`src/rtl/fb_pkg.sv`:
```
// fb_pkg -- shared definitions for the VGA frame-buffer arbiter.
//   FB_ADDR_W / FB_DATA_W / FB_DEPTH : default geometry (28x28 canvas, 4-bit pixels)
//   fb_state_e                       : clear sequencer states
//   fb_gnt_t                         : one-hot grant bundle for the three ports
package fb_pkg;

   localparam int FB_ADDR_W = 10;
   localparam int FB_DATA_W = 4;
   localparam int FB_DEPTH  = 784;

   typedef enum logic {
      ST_IDLE  = 1'b0,
      ST_CLEAR = 1'b1
   } fb_state_e;

   typedef struct packed {
      logic vga;
      logic drw;
      logic dnn;
   } fb_gnt_t;

endpackage

```
`src/rtl/fb_clear_seq.sv`:
```
// fb_clear_seq -- canvas-clear sequencer.
//   clk_i, rst_i    : clock, synchronous active-high reset
//   clear_i         : clear request, honoured only in IDLE
//   vga_req_i       : VGA owns the RAM this cycle; the clear stalls
//   busy_o          : clear in progress (registered)
//   wr_o            : issue a zero write to addr_o this cycle
//   addr_o          : current clear address
module fb_clear_seq
   import fb_pkg::*;
#(
   parameter int ADDR_W = FB_ADDR_W,
   parameter int DEPTH  = FB_DEPTH
) (
   input  logic              clk_i,
   input  logic              rst_i,
   input  logic              clear_i,
   input  logic              vga_req_i,
   output logic              busy_o,
   output logic              wr_o,
   output logic [ADDR_W-1:0] addr_o
);

   localparam logic [ADDR_W-1:0] LAST = ADDR_W'(DEPTH - 1);

   fb_state_e         state_q;
   logic              busy_q;
   logic [ADDR_W-1:0] cnt_q;

   always_ff @(posedge clk_i) begin
      if (rst_i) begin
         state_q <= ST_IDLE;
         busy_q  <= 1'b0;
         cnt_q   <= '0;
      end else begin
         case (state_q)
            ST_IDLE: begin
               if (clear_i) begin
                  state_q <= ST_CLEAR;
                  busy_q  <= 1'b1;
                  cnt_q   <= '0;
               end
            end
            ST_CLEAR: begin
               // Counter only advances on cycles where the write actually went out.
               if (!vga_req_i) begin
                  if (cnt_q == LAST) begin
                     state_q <= ST_IDLE;
                     busy_q  <= 1'b0;
                     cnt_q   <= '0;
                  end else begin
                     cnt_q <= cnt_q + 1'b1;
                  end
               end
            end
            default: begin
               state_q <= ST_IDLE;
               busy_q  <= 1'b0;
            end
         endcase
      end
   end

   assign busy_o = busy_q;
   assign wr_o   = busy_q & ~vga_req_i;
   assign addr_o = cnt_q;

endmodule

```
`src/rtl/vga_fb_arbiter.sv`:
```
// vga_fb_arbiter -- single-port frame-buffer arbiter.
//   iBusClk, iRst                 : clock, synchronous active-high reset
//   iVga*/oVga*                   : scan-out read port, always wins
//   iDrw*/oDrwGnt                 : pen-draw write port
//   iDnn*/oDnn*                   : DNN feature read port
//   iClear/oBusy                  : canvas clear pulse / clear in progress
//   oRam*/iRamRdata               : single-port sync RAM, 1-cycle read latency
// Grants are combinational; read data is valid the cycle after the grant.
// Addresses >= DEPTH never reach the RAM: reads return 0, writes are dropped.
// Build option: VGA_FB_ARB_RR_EN -- round-robin between draw and DNN
// (default: draw has fixed priority over DNN).
module vga_fb_arbiter
   import fb_pkg::*;
#(
   parameter int ADDR_W = FB_ADDR_W,
   parameter int DATA_W = FB_DATA_W,
   parameter int DEPTH  = FB_DEPTH
) (
   input  logic              iBusClk,
   input  logic              iRst,
   input  logic              iVgaReq,
   input  logic [ADDR_W-1:0] iVgaAddr,
   output logic              oVgaGnt,
   output logic [DATA_W-1:0] oVgaData,
   output logic              oVgaValid,
   input  logic              iDrwReq,
   input  logic [ADDR_W-1:0] iDrwAddr,
   input  logic [DATA_W-1:0] iDrwData,
   output logic              oDrwGnt,
   input  logic              iDnnReq,
   input  logic [ADDR_W-1:0] iDnnAddr,
   output logic              oDnnGnt,
   output logic [DATA_W-1:0] oDnnData,
   output logic              oDnnValid,
   input  logic              iClear,
   output logic              oBusy,
   output logic              oRamEn,
   output logic              oRamWe,
   output logic [ADDR_W-1:0] oRamAddr,
   output logic [DATA_W-1:0] oRamWdata,
   input  logic [DATA_W-1:0] iRamRdata
);

   localparam logic [ADDR_W:0] DEPTH_X = (ADDR_W+1)'(DEPTH);

   logic              clr_busy, clr_wr;
   logic [ADDR_W-1:0] clr_addr;

   fb_clear_seq #(.ADDR_W(ADDR_W), .DEPTH(DEPTH)) u_clear (
      .clk_i    (iBusClk),
      .rst_i    (iRst),
      .clear_i  (iClear),
      .vga_req_i(iVgaReq),
      .busy_o   (clr_busy),
      .wr_o     (clr_wr),
      .addr_o   (clr_addr)
   );

   fb_gnt_t           gnt;
   logic              drw_pick, dnn_pick;
   logic              rd_oob_d, rd_oob_q;
   logic              vga_vld_q, dnn_vld_q;
   logic [DATA_W-1:0] rd_data;
   logic [DATA_W-1:0] vga_data_d, vga_data_q, dnn_data_d, dnn_data_q;

`ifdef VGA_FB_ARB_RR_EN
   logic rr_q;  // 0: draw has priority, 1: DNN has priority
   assign drw_pick = iDrwReq & (~iDnnReq | ~rr_q);
   assign dnn_pick = iDnnReq & ~drw_pick;
`else
   assign drw_pick = iDrwReq;
   assign dnn_pick = iDnnReq & ~iDrwReq;
`endif

   always_comb begin
      gnt       = '0;
      rd_oob_d  = 1'b0;
      oRamEn    = 1'b0;
      oRamWe    = 1'b0;
      oRamAddr  = '0;
      oRamWdata = '0;
      if (!iRst) begin
         if (iVgaReq) begin
            gnt.vga  = 1'b1;
            oRamAddr = iVgaAddr;
            oRamEn   = {1'b0, iVgaAddr} < DEPTH_X;
            rd_oob_d = ~oRamEn;
         end else if (clr_busy) begin
            // clr_wr is high here by construction (busy and VGA idle).
            oRamEn   = clr_wr;
            oRamWe   = clr_wr;
            oRamAddr = clr_addr;
         end else if (drw_pick) begin
            gnt.drw   = 1'b1;
            oRamAddr  = iDrwAddr;
            oRamWdata = iDrwData;
            oRamEn    = {1'b0, iDrwAddr} < DEPTH_X;
            oRamWe    = oRamEn;
         end else if (dnn_pick) begin
            gnt.dnn  = 1'b1;
            oRamAddr = iDnnAddr;
            oRamEn   = {1'b0, iDnnAddr} < DEPTH_X;
            rd_oob_d = ~oRamEn;
         end
      end
   end

   // Out-of-range reads never touched the RAM, so substitute zero for its stale output.
   assign rd_data    = rd_oob_q  ? '0 : iRamRdata;
   assign vga_data_d = vga_vld_q ? rd_data : vga_data_q;
   assign dnn_data_d = dnn_vld_q ? rd_data : dnn_data_q;

   always_ff @(posedge iBusClk) begin
      if (iRst) begin
         vga_vld_q  <= 1'b0;
         dnn_vld_q  <= 1'b0;
         rd_oob_q   <= 1'b0;
         vga_data_q <= '0;
         dnn_data_q <= '0;
`ifdef VGA_FB_ARB_RR_EN
         rr_q       <= 1'b0;
`endif
      end else begin
         vga_vld_q  <= gnt.vga;
         dnn_vld_q  <= gnt.dnn;
         rd_oob_q   <= rd_oob_d;
         vga_data_q <= vga_data_d;
         dnn_data_q <= dnn_data_d;
`ifdef VGA_FB_ARB_RR_EN
         if (gnt.drw | gnt.dnn) rr_q <= ~rr_q;
`endif
      end
   end

   assign oVgaGnt   = gnt.vga;
   assign oDrwGnt   = gnt.drw;
   assign oDnnGnt   = gnt.dnn;
   assign oVgaValid = vga_vld_q & ~iRst;
   assign oDnnValid = dnn_vld_q & ~iRst;
   assign oVgaData  = iRst ? '0 : vga_data_d;
   assign oDnnData  = iRst ? '0 : dnn_data_d;
   assign oBusy     = clr_busy & ~iRst;

endmodule

```
`config.mk`:
```
export PLATFORM = sky130hd
export DESIGN_NAME = vga_fb_arbiter
export DESIGN_NICKNAME = d
export VERILOG_FILES = /design/src/rtl/fb_pkg.sv /design/src/rtl/fb_clear_seq.sv /design/src/rtl/vga_fb_arbiter.sv
export SDC_FILE = /design/constraint.sdc
export NUM_CORES = 1
export LEC_CHECK = 0
export CAP_MARGIN = 20
export CELL_PAD_IN_SITES_DETAIL_PLACEMENT = 2
export CELL_PAD_IN_SITES_GLOBAL_PLACEMENT = 2
export CORE_AREA = 3 3 89 91
export CTS_CLUSTER_DIAMETER = 120
export DETAILED_ROUTE_END_ITERATION = 10
export DIE_AREA = 0 0 92 94
export PLACE_DENSITY = 0.83
export SLEW_MARGIN = 20
export SYNTH_ARGS = -nofsm -noshare
export SYNTH_HDL_FRONTEND = slang
export SYNTH_SLANG_ARGS = --single-unit
```
`constraint.sdc`:
```
create_clock -name iBusClk -period 2.2 [get_ports iBusClk]
set_input_delay 0.44 -clock iBusClk [delete_from_list [all_inputs] [get_ports iBusClk]]
set_output_delay 0.44 -clock iBusClk [all_outputs]
set_load 0.03 [all_outputs]
```
==> qor.txt <==
max cap viols = 0
layout net count = 325
Final Hold Viols = 0
CP Buf/Inv Count = 2
clock skew = 0.00649 ns
Int Power = 0.000746 W
critical path cell sequence = dlygate4sd2_1, or4_4, nand3_4, a21oi_2, a211oi_2, buf_4
Worst-Skew Late Latency = 0.27 ns
Max stage delay on crit path = 0.50 ns
Fin Setup TNS = 0 ns
cell family with most CP delay = simple AND/OR/NAND/NOR gates
ANT cells = 0
Worst Path Arrival = 1.76 ns
synth top area cells = dfxtp_1 31%, a21oi_1 6.1%, a211o_1 5.9%, a221oi_1 5.9%, mux2i_1 5.4%
clk sink count = 23
min Tclk post-route = 2.20 ns
leak pwr = 1.08 nW
vias = 1,804
Slew @ Worst Pin = 0.439 ns
share of the synthesized area in the top cell type = 0.309
initial antenna violation count = 0
gpl congestion = 0.748
Flop pwr share = 0.396
Worst Hold Margin = 0.530 ns
Slew HR = 0.707
crit path to = oRamEn
Most used DFF post-synth = dfxtp_1
Routed WL = 6730 µm
initial drt markers = 49
Syn Nets = 238
fraction of layout cells with a size suffix above 1 = 0.308
Comb pwr share = 0.356
placed cell areas = 2380 µm²
Post-synth EDFFs = 0
final setup fails = 0
Critical Path Fanout Max = 2
Worst-path clk slew = 0.08 ns
# IOs = 74
Sw Share = 0.323
Seq/Total Area, Yosys = 0.309
crit path kind = in -> out
Die X-Extent = 92 µm
Syn Area/Cell = 7.71 µm²
launch point of the worst path = iDnnAddr[6]
Mapped Area = 1490 µm²
FF-to-FF End = u_clear.addr_o[7]
Reg-to-Reg Start = u_clear.addr_o[1]
initial cell density of the core = 0.206
HP Class = reg -> reg
FFs w/ async S/R, synth = 0
H-tree Lvls = 1
P&R area growth vs syn = 75.1%
most frequent cells after synthesis = 23 x dfxtp_1, 18 x a21oi_1, 18 x nand2_1, 15 x nor2_1, 13 x inv_1
setup repair after global routing missed its margin = yes
GR Util All Layers = 0.150
count of different cell masters after synthesis = 41
CTS root buffer = clkbuf_8
antenna-violating nets left = 0
DRC Markers = 0
Post-Layout Cell Count = 378
R2R setup slack = 0.57 ns
Peak VDD IR = 0.206 mV
first-pass GRT wire length = 10,400 µm
yosys warns = 0
status = completed
largest area contributor in the netlist = dfxtp_1
critical path startpoint category = input pin
Pre-antenna DRT Iters = 5
synthesis-stage register bit count = 23
Design Area, Final = 2610 µm²
pin count of the biggest net entering global routing = 27
die outline height = 94 µm
total grt overflow = 0
Core Rows = 31
Pwr Total = 0.00110 W
Layout fillers = 837
WP depth = 6
TritonCTS clock tree = done
TritonCTS Buffers = 3
largest buffer count on any clock path = 2
Post-Place Cells = 368
Crit. End Element = output port
core box area = 7210 µm²
vias in the first global route = 2,038
Highest Clock Rate = 455 MHz
die footprint = 8650 µm²
count leader, synth = dfxtp_1
worst reg2reg path depth = 6
post-DP HPWL = 5070 µm
Critical Path RT = 1.76 ns
cts hold-fix bufs = 0
clock power share = 0.247
input/output buffers = 73
Via density = 4.77
Syn Inst Count = 193
Final Cycle Share = 0.999
critical path's slowest cell = or4_4
Max Slew Vio Count = 0
pwr dens = 422 nW/µm²
NetSw = 0.000356 W
DR WL/cell = 17.8 µm
[sequential cells by signal, summed over array words and instances (netlist names)]
register         flops
vga_data_q           4
vga_vld_q            1
u_clear.busy_o       1
dnn_data_q           4
u_clear.addr_o      10
dnn_vld_q            1
u_clear.state_q      1
rd_oob_q             1
[final cells by class]
cell class | count | area (µm²) | share of cell area
clock buffers | 3 | 41.3 | 0.0158
clock inverters | 1 | 5.00 | 0.00192
inverters | 13 | 48.8 | 0.0187
multi-input cells | 142 | 1030 | 0.396
flip-flops and latches | 23 | 460 | 0.177
well taps | 99 | 124 | 0.0475
repair buffers | 97 | 895 | 0.343
[worst reg2reg max path: stages, from the launching register on]
cell	delay [ns]
dfxtp_1	0.42
ha_1	0.25
and4b_1	0.31
a31oi_2	0.15
buf_4	0.19
a21oi_1	0.15
o21ai_1	0.07
[through the flow]
step | worst slack, ns | utilization
2_1_floorplan | 0.113 | -
3_3_place_gp | -0.231 | 0.330
3_5_place_dp | -0.250 | 0.330
4_1_cts | -0.00922 | 0.353
5_1_grt | -0.0373 | 0.361
6_report | 0.00122 | 0.361
[worst min path at each step]
| stage | from | end | slack (ns) | depth (start not counted) |
|---|---|---|---|---|
| after floorplan | u_clear.addr_o[9] | u_clear.addr_o[9] | 0.47 | 2 |
| after global placement | u_clear.addr_o[9] | u_clear.addr_o[9] | 0.50 | 2 |
| after detailed placement | dnn_data_q[3] | dnn_data_q[3] | 0.51 | 2 |
| after CTS | dnn_data_q[3] | dnn_data_q[3] | 0.53 | 2 |
| after global routing | dnn_data_q[3] | dnn_data_q[3] | 0.55 | 2 |
| final | dnn_data_q[3] | dnn_data_q[3] | 0.53 | 2 |
[power groups by stage]
stage	clock, W	sequential, W	combinational, W
final	0.000272	0.000437	0.000392
after global routing	0.000302	0.000439	0.000421
after floorplan	0	0.000442	0.000182
after detailed placement	0	0.000446	0.000360
after CTS	0.000281	0.000437	0.000383
after global placement	0	0.000446	0.000352
[metal layers]
metal	vias to the layer above	track usage	share of wire
met4	0	0.0223	0
li1	873	-	-
met3	0	0.0248	0.032
met5	-	0	0
met1	892	0.176	0.43
met2	39	0.290	0.54
[layout by cell type (no fill, tap or decap), types with 2 or more instances in the layout]
master / instances
and3_1: 4
a211o_1: 10
buf_6: 7
dfxtp_1: 23
o2bb2ai_1: 2
nand2_1: 18
o21ai_1: 3
mux2i_1: 8
nand2b_1: 3
buf_4: 45
a221oi_2: 5
nand3_1: 5
a21oi_1: 7
or4_4: 2
clkbuf_8: 3
nor3_2: 2
dlymetal6s2s_1: 4
clkdlybuf4s15_1: 4
nor2_1: 15
nor2b_1: 11
dlygate4sd2_1: 6
nor3_1: 5
a21oi_2: 12
clkdlybuf4s50_1: 29
inv_1: 13
nand3_4: 2
a221oi_1: 5
[kinds of logic (layout without fill, tap and decap cells)]
group,count (synthesis),count (layout),share of synthesized area
compound gates,54,54,0.260
flops,23,23,0.309
simple gates,78,78,0.280
fa+ha+maj,1,1,0.00840
mux,8,8,0.0538
xor+xnor,1,1,0.00588
buf+inv,28,114,0.0832
[repair_timing]
| item | 4_1_cts | 5_1_grt |
|---|---|---|
| cloned | 0 | 1 |
| pin swaps | 12 | 3 |
| endpoints found under the setup margin | 12 | 3 |
| buffers inserted | 4 | 1 |
| gates resized for setup | 33 | 9 |
Note: power is estimated with default switching activity, not from simulation.
